`config.mk`:
```
export PLATFORM = sky130hd
export DESIGN_NAME = risc_imem
export DESIGN_NICKNAME = d
export VERILOG_FILES = /design/src/rtl/risc_pkg.sv /design/src/rtl/risc_imem_ram.sv /design/src/rtl/risc_imem.sv
export SDC_FILE = /design/constraint.sdc
export NUM_CORES = 1
export LEC_CHECK = 0
export ABC_AREA = 1
export CORE_UTILIZATION = 55
export DETAILED_ROUTE_END_ITERATION = 8
export PLACE_DENSITY_LB_ADDON = 0.1
export REMOVE_ABC_BUFFERS = 1
export SLEW_MARGIN = 20
export SYNTH_ARGS = -nofsm -noshare
export SYNTH_HDL_FRONTEND = slang
export SYNTH_HIERARCHICAL = 1
export SYNTH_SLANG_ARGS = --single-unit
export TNS_END_PERCENT = 20
```
`constraint.sdc`:
```
create_clock -name clk -period 2.4 [get_ports clk]
set_input_delay 0.48 -clock clk [delete_from_list [all_inputs] [get_ports clk]]
set_output_delay 0.48 -clock clk [all_outputs]
set_load 0.005 [all_outputs]
```
`src/rtl/risc_pkg.sv`:
```
// Shared constants and state encoding for the instruction unit, its memory and their benches.
package risc_pkg;

    localparam int IW         = 13;
    localparam int AW         = 5;
    localparam int IMEM_DEPTH = 32;

    localparam logic [IW-1:0] NOP = '0;

    typedef enum logic [1:0] {
        IDLE = 2'd0,
        LOAD = 2'd1,
        RUN  = 2'd2
    } imem_state_t;

endpackage

```
`src/rtl/risc_imem_ram.sv`:
```
// Instruction storage: one synchronous write port, one registered read port, no reset.
module risc_imem_ram #(
    parameter int DEPTH = 32,
    parameter int AW    = 5,
    parameter int IW    = 13
) (
    input  logic          clk,
    input  logic          we,
    input  logic [AW-1:0] waddr,
    input  logic [IW-1:0] wdata,
    input  logic [AW-1:0] raddr,
    output logic [IW-1:0] rdata
);

    logic [IW-1:0] mem [DEPTH];
    logic [IW-1:0] rdata_q;

    always_ff @(posedge clk) begin
        if (we) begin
            mem[waddr] <= wdata;
        end
        rdata_q <= mem[raddr];
    end

    assign rdata = rdata_q;

endmodule

```
`src/rtl/risc_imem.sv`:
```
// Instruction memory with a valid/ready program loader; fetches return NOP until a load completes.
module risc_imem #(
    parameter int              DEPTH = risc_pkg::IMEM_DEPTH,
    parameter int              AW    = risc_pkg::AW,
    parameter int              IW    = risc_pkg::IW,
    parameter logic [IW-1:0]   NOP   = risc_pkg::NOP
) (
    input  logic          clk,
    input  logic          rst_n,
    input  logic          load_start,
    input  logic          wr_valid,
    input  logic [IW-1:0] wr_data,
    input  logic          wr_last,
    output logic          wr_ready,
    input  logic [AW-1:0] pc,
    output logic [IW-1:0] instruction,
    output logic          run,
    output logic [AW:0]   load_count,
    output logic          load_err
);

    import risc_pkg::*;

    localparam logic [AW-1:0] LAST_ADDR  = AW'(DEPTH - 1);
    localparam logic [AW:0]   FULL_COUNT = (AW + 1)'(DEPTH);

    imem_state_t   state_q, state_d;
    logic [AW-1:0] wptr_q, wptr_d;
    logic [AW:0]   load_count_q, load_count_d;
    logic          load_err_q, load_err_d;
    logic          wr_ready_q, wr_ready_d;
    logic          run_q, run_d;
    logic          fetch_ok_q, fetch_ok_d;
    logic          wr_fire;
    logic [IW-1:0] ram_rdata;

    assign wr_fire = wr_ready_q && wr_valid;

    always_comb begin
        state_d      = state_q;
        wptr_d       = wptr_q;
        load_count_d = load_count_q;
        load_err_d   = load_err_q;
        // Masking decision travels alongside the RAM read so both land on the same edge.
        fetch_ok_d   = run_q && ({1'b0, pc} < load_count_q);

        case (state_q)
            IDLE: begin
                if (load_start) begin
                    state_d      = LOAD;
                    wptr_d       = '0;
                    load_count_d = '0;
                    load_err_d   = 1'b0;
                end
            end
            LOAD: begin
                if (wr_fire) begin
                    if (load_count_q != FULL_COUNT) begin
                        load_count_d = load_count_q + 1'b1;
                    end
                    if (wptr_q != LAST_ADDR) begin
                        wptr_d = wptr_q + 1'b1;
                    end
                    if (wr_last) begin
                        state_d = RUN;
                    end else if (wptr_q == LAST_ADDR) begin
                        state_d    = RUN;
                        load_err_d = 1'b1;
                    end
                end
            end
            RUN: begin
                if (load_start) begin
                    state_d      = LOAD;
                    wptr_d       = '0;
                    load_count_d = '0;
                    load_err_d   = 1'b0;
                end
            end
            default: begin
                state_d = IDLE;
            end
        endcase

        wr_ready_d = (state_d == LOAD);
        run_d      = (state_d == RUN);
    end

    always_ff @(posedge clk or negedge rst_n) begin
        if (!rst_n) begin
            state_q      <= IDLE;
            wptr_q       <= '0;
            load_count_q <= '0;
            load_err_q   <= 1'b0;
            wr_ready_q   <= 1'b0;
            run_q        <= 1'b0;
            fetch_ok_q   <= 1'b0;
        end else begin
            state_q      <= state_d;
            wptr_q       <= wptr_d;
            load_count_q <= load_count_d;
            load_err_q   <= load_err_d;
            wr_ready_q   <= wr_ready_d;
            run_q        <= run_d;
            fetch_ok_q   <= fetch_ok_d;
        end
    end

    risc_imem_ram #(
        .DEPTH (DEPTH),
        .AW    (AW),
        .IW    (IW)
    ) u_ram (
        .clk   (clk),
        .we    (wr_fire),
        .waddr (wptr_q),
        .wdata (wr_data),
        .raddr (pc),
        .rdata (ram_rdata)
    );

    assign instruction = fetch_ok_q ? ram_rdata : NOP;
    assign wr_ready    = wr_ready_q;
    assign run         = run_q;
    assign load_count  = load_count_q;
    assign load_err    = load_err_q;

endmodule

```
==> key figures <==
GRT
  • Congestion Overflow GR: 0
  • Total GRT Usage: 0.278
  • Vias in the first global route: 11,500
  • Largest net degree at the start of global routing: 94
  • Initial antenna violation count: 0
  • First-pass GRT wire length: 68,800 microns

Final layout
  • Syn-to-layout area delta: 15.0%
  • Reg area: 0.0132 sq mm
  • Finished Cell Area: 0.0210 sq mm
  • Area of the multi-input gates: 0.00453 sq mm
  • Layout cells sized above 1: 0.0931
  • Antenna diodes: 0
  • Post-layout nets: 1,722
  • Filler cell count: 2,474

Floorplan
  • Die width: 184 microns
  • Core area: 0.0326 sq mm
  • Die ar.: 0.0340 sq mm
  • Cell Rows: 66
  • Die H: 184 microns
  • I/O pin total: 45
  • Starting Density: 0.560

Clock tree
  • CTS tree: built
  • Clock root cell: clkbuf_16
  • Reg clk slew, reported paths: 0.06 ns
  • Sink Count: 446
  • Total CTS buffers: 46
  • Clock Path Buffers: 3
  • # H-tree levels: 2
  • Clk_lat worst skew: 0.56 ns
  • Cts hold-fix bufs: 0

STA
  • Setup violators final: 0
  • Min Tclk post-route: 2.30 ns
  • Worst hold slack: 0.238 ns
  • Max-slew headroom: 0.627
  • Slew @ Worst Pin: 0.559 ns
  • Slew Limit Fails: 0
  • Unrepaired setup endpoints after global routing: false
  • Fin. Hold Viols: 0
  • Max Clock Skew: 0.0252 ns
  • Fmax achieved: 435 MHz
  • Period utilization: 0.958
  • Final TNS setup: 0 ns

Worst setup path
  • Crit end category: output pin
  • CP required: 1.92 ns
  • Reg2Reg Capture Point: u_ram/mem[9][1]
  • CP Launch Type: flop
  • Worst r2r src: wr_ready
  • CP Class: flop to output pin
  • Worst Reg-to-Reg Cells: 6
  • Crit-path max FO: 8
  • R2r setup slk: 0.69 ns
  • Worst EP arrival: 1.82 ns

Synth
  • Synth Area per Inst: 11.3 sq um
  • Yosys top cell by area: edfxtp_1
  • Synth Cell Area: 0.0183 sq mm
  • Yosys top cell area share: 0.684
  • Ys Warns: 6
  • Synthesized netlist cell count: 1,612
  • Most numerous cell in the Yosys netlist: nand2_1
  • Synth cell count leaders: 631 x nand2_1, 416 x edfxtp_1, 330 x nand3_1
  • Post-synth cell types: 31
  • Area contributors post-synth: edfxtp_1 68%, nand2_1 13%, nand3_1 9.0%
  • Ys async rst share: 0.0381
  • Post-synth EDFFs: 416
  • Synth Flop Type: edfxtp_1
  • Sequential area share after synthesis: 0.721
  • Seq cells post-synth: 446

Placed design
  • Hpwl dp: 26,800 microns
  • Post-Place Cell Area: 0.0195 sq mm
  • Routability cong.: 0.842
  • # port buffers: 44

Drt
  • Highest routed layer: met4
  • ANT nets after route: 0
  • Final wirelength: 45,800 microns
  • Post-Route M1 WL: 19,600 microns
  • DR WL/cell: 21.1 microns
  • Detailed Routing Iterations Pass 1: 5
  • WL met3: 3590 microns
  • Starting DRT DRC Count: 1,341
  • Vias/cell: 5.62
  • # DRC: 0
  • DR WL met2: 21,700 microns
  • Via count: 12,200

Hold path
  • Worst hold path class: input port to asynchronous set/reset pin

Power and ir drop
  • P_leak: 7.95 nW
  • Max IR drop VDD: 0.573 mV
  • Post-route total power: 0.0177 W
  • Cell Pwr Density: 841 mW/mm^2

Job
  • Max-cap viol count: 0

Status
  • Status: complete, no violations
critical path, stage by stage, from the launching register on:
cell and delay (ns):
dfrtp_2 0.46, buf_4 0.19, nand2_1 0.06, inv_1 0.05, clkdlybuf4s50_1 0.48
through the flow:
| stage | cells | worst slack [ns] | utilization |
|---|---|---|---|
| floorplan | 1524 | -0.251 | - |
| global placement | 2085 | 0.185 | 0.599 |
| detailed placement | 2085 | 0.138 | 0.599 |
| CTS | 2171 | 0.0769 | 0.644 |
| global route | 2171 | 0.0328 | 0.644 |
| finish | 2171 | 0.101 | 0.644 |
layout by cell type (no fill, tap or decap), drive strengths merged:
master / n
dfxtp: 13
clkbuf: 53
ha: 8
nand3: 331
nand2: 636
inv: 37
clkinv: 27
buf: 78
nand4: 1
o211ai: 1
a21oi: 2
xnor2: 1
o21ai: 16
o22ai: 2
clkdlybuf4s50: 41
edfxtp: 416
nor2: 40
or2: 2
dfrtp: 17
xor2: 2
bufinv: 5
state kept, by name, indices dropped and copies added, names as in the netlist:
register,count
u_ram/mem,416
wr_ready,1
wptr_q,5
fetch_ok_q,1
state_q,2
u_ram/rdata,13
run,1
load_count,6
load_err,1
cells by family after synthesis:
family | count (synthesis) | synth area share
and+or+nand+nor | 1010 | 0.233
DFF | 446 | 0.721
buffers and inverters | 124 | 0.0311
AOI/OAI and AO/OA | 21 | 0.00767
adders and majority gates | 8 | 0.00548
xor gates and xnor gates | 3 | 0.00144
worst max path at each step:
stage,start,to,slack [ns],depth (start not counted)
after floorplan,pc[0],u_ram/rdata[10],-0.25,9
after global placement,wr_valid,u_ram/mem[9][12],0.19,7
after detailed placement,wr_valid,u_ram/mem[9][8],0.14,7
after CTS,fetch_ok_q,instruction[2],0.08,4
after global routing,fetch_ok_q,instruction[2],0.03,4
final,fetch_ok_q,instruction[2],0.10,4
metal layers:
metal	GRT usage	vias up
li1	-	5719
met1	0.402	5912
met2	0.441	494
met3	0.0429	69
met4	0.0727	0
met5	0	-
power by group:
part / switching [W] / internal [W]
clock network: 0.00291 / 0.00407
registers: 0.000180 / 0.00877
logic: 0.00119 / 0.000571
timing repair:
action	in CTS	in global routing
endpoints found under the setup margin	5	0
gates resized for setup	1	0
setup buffers	0	0
final cells by class:
cell class | count | share of cell area
sequential | 446 | 0.627
multi-input combinational | 1042 | 0.215
clock buffer | 53 | 0.0560
timing repair buffer | 119 | 0.0540
tap | 442 | 0.0263
clock inverter | 33 | 0.0142
inverter | 36 | 0.00697
Power figures use the tool's default switching activity.
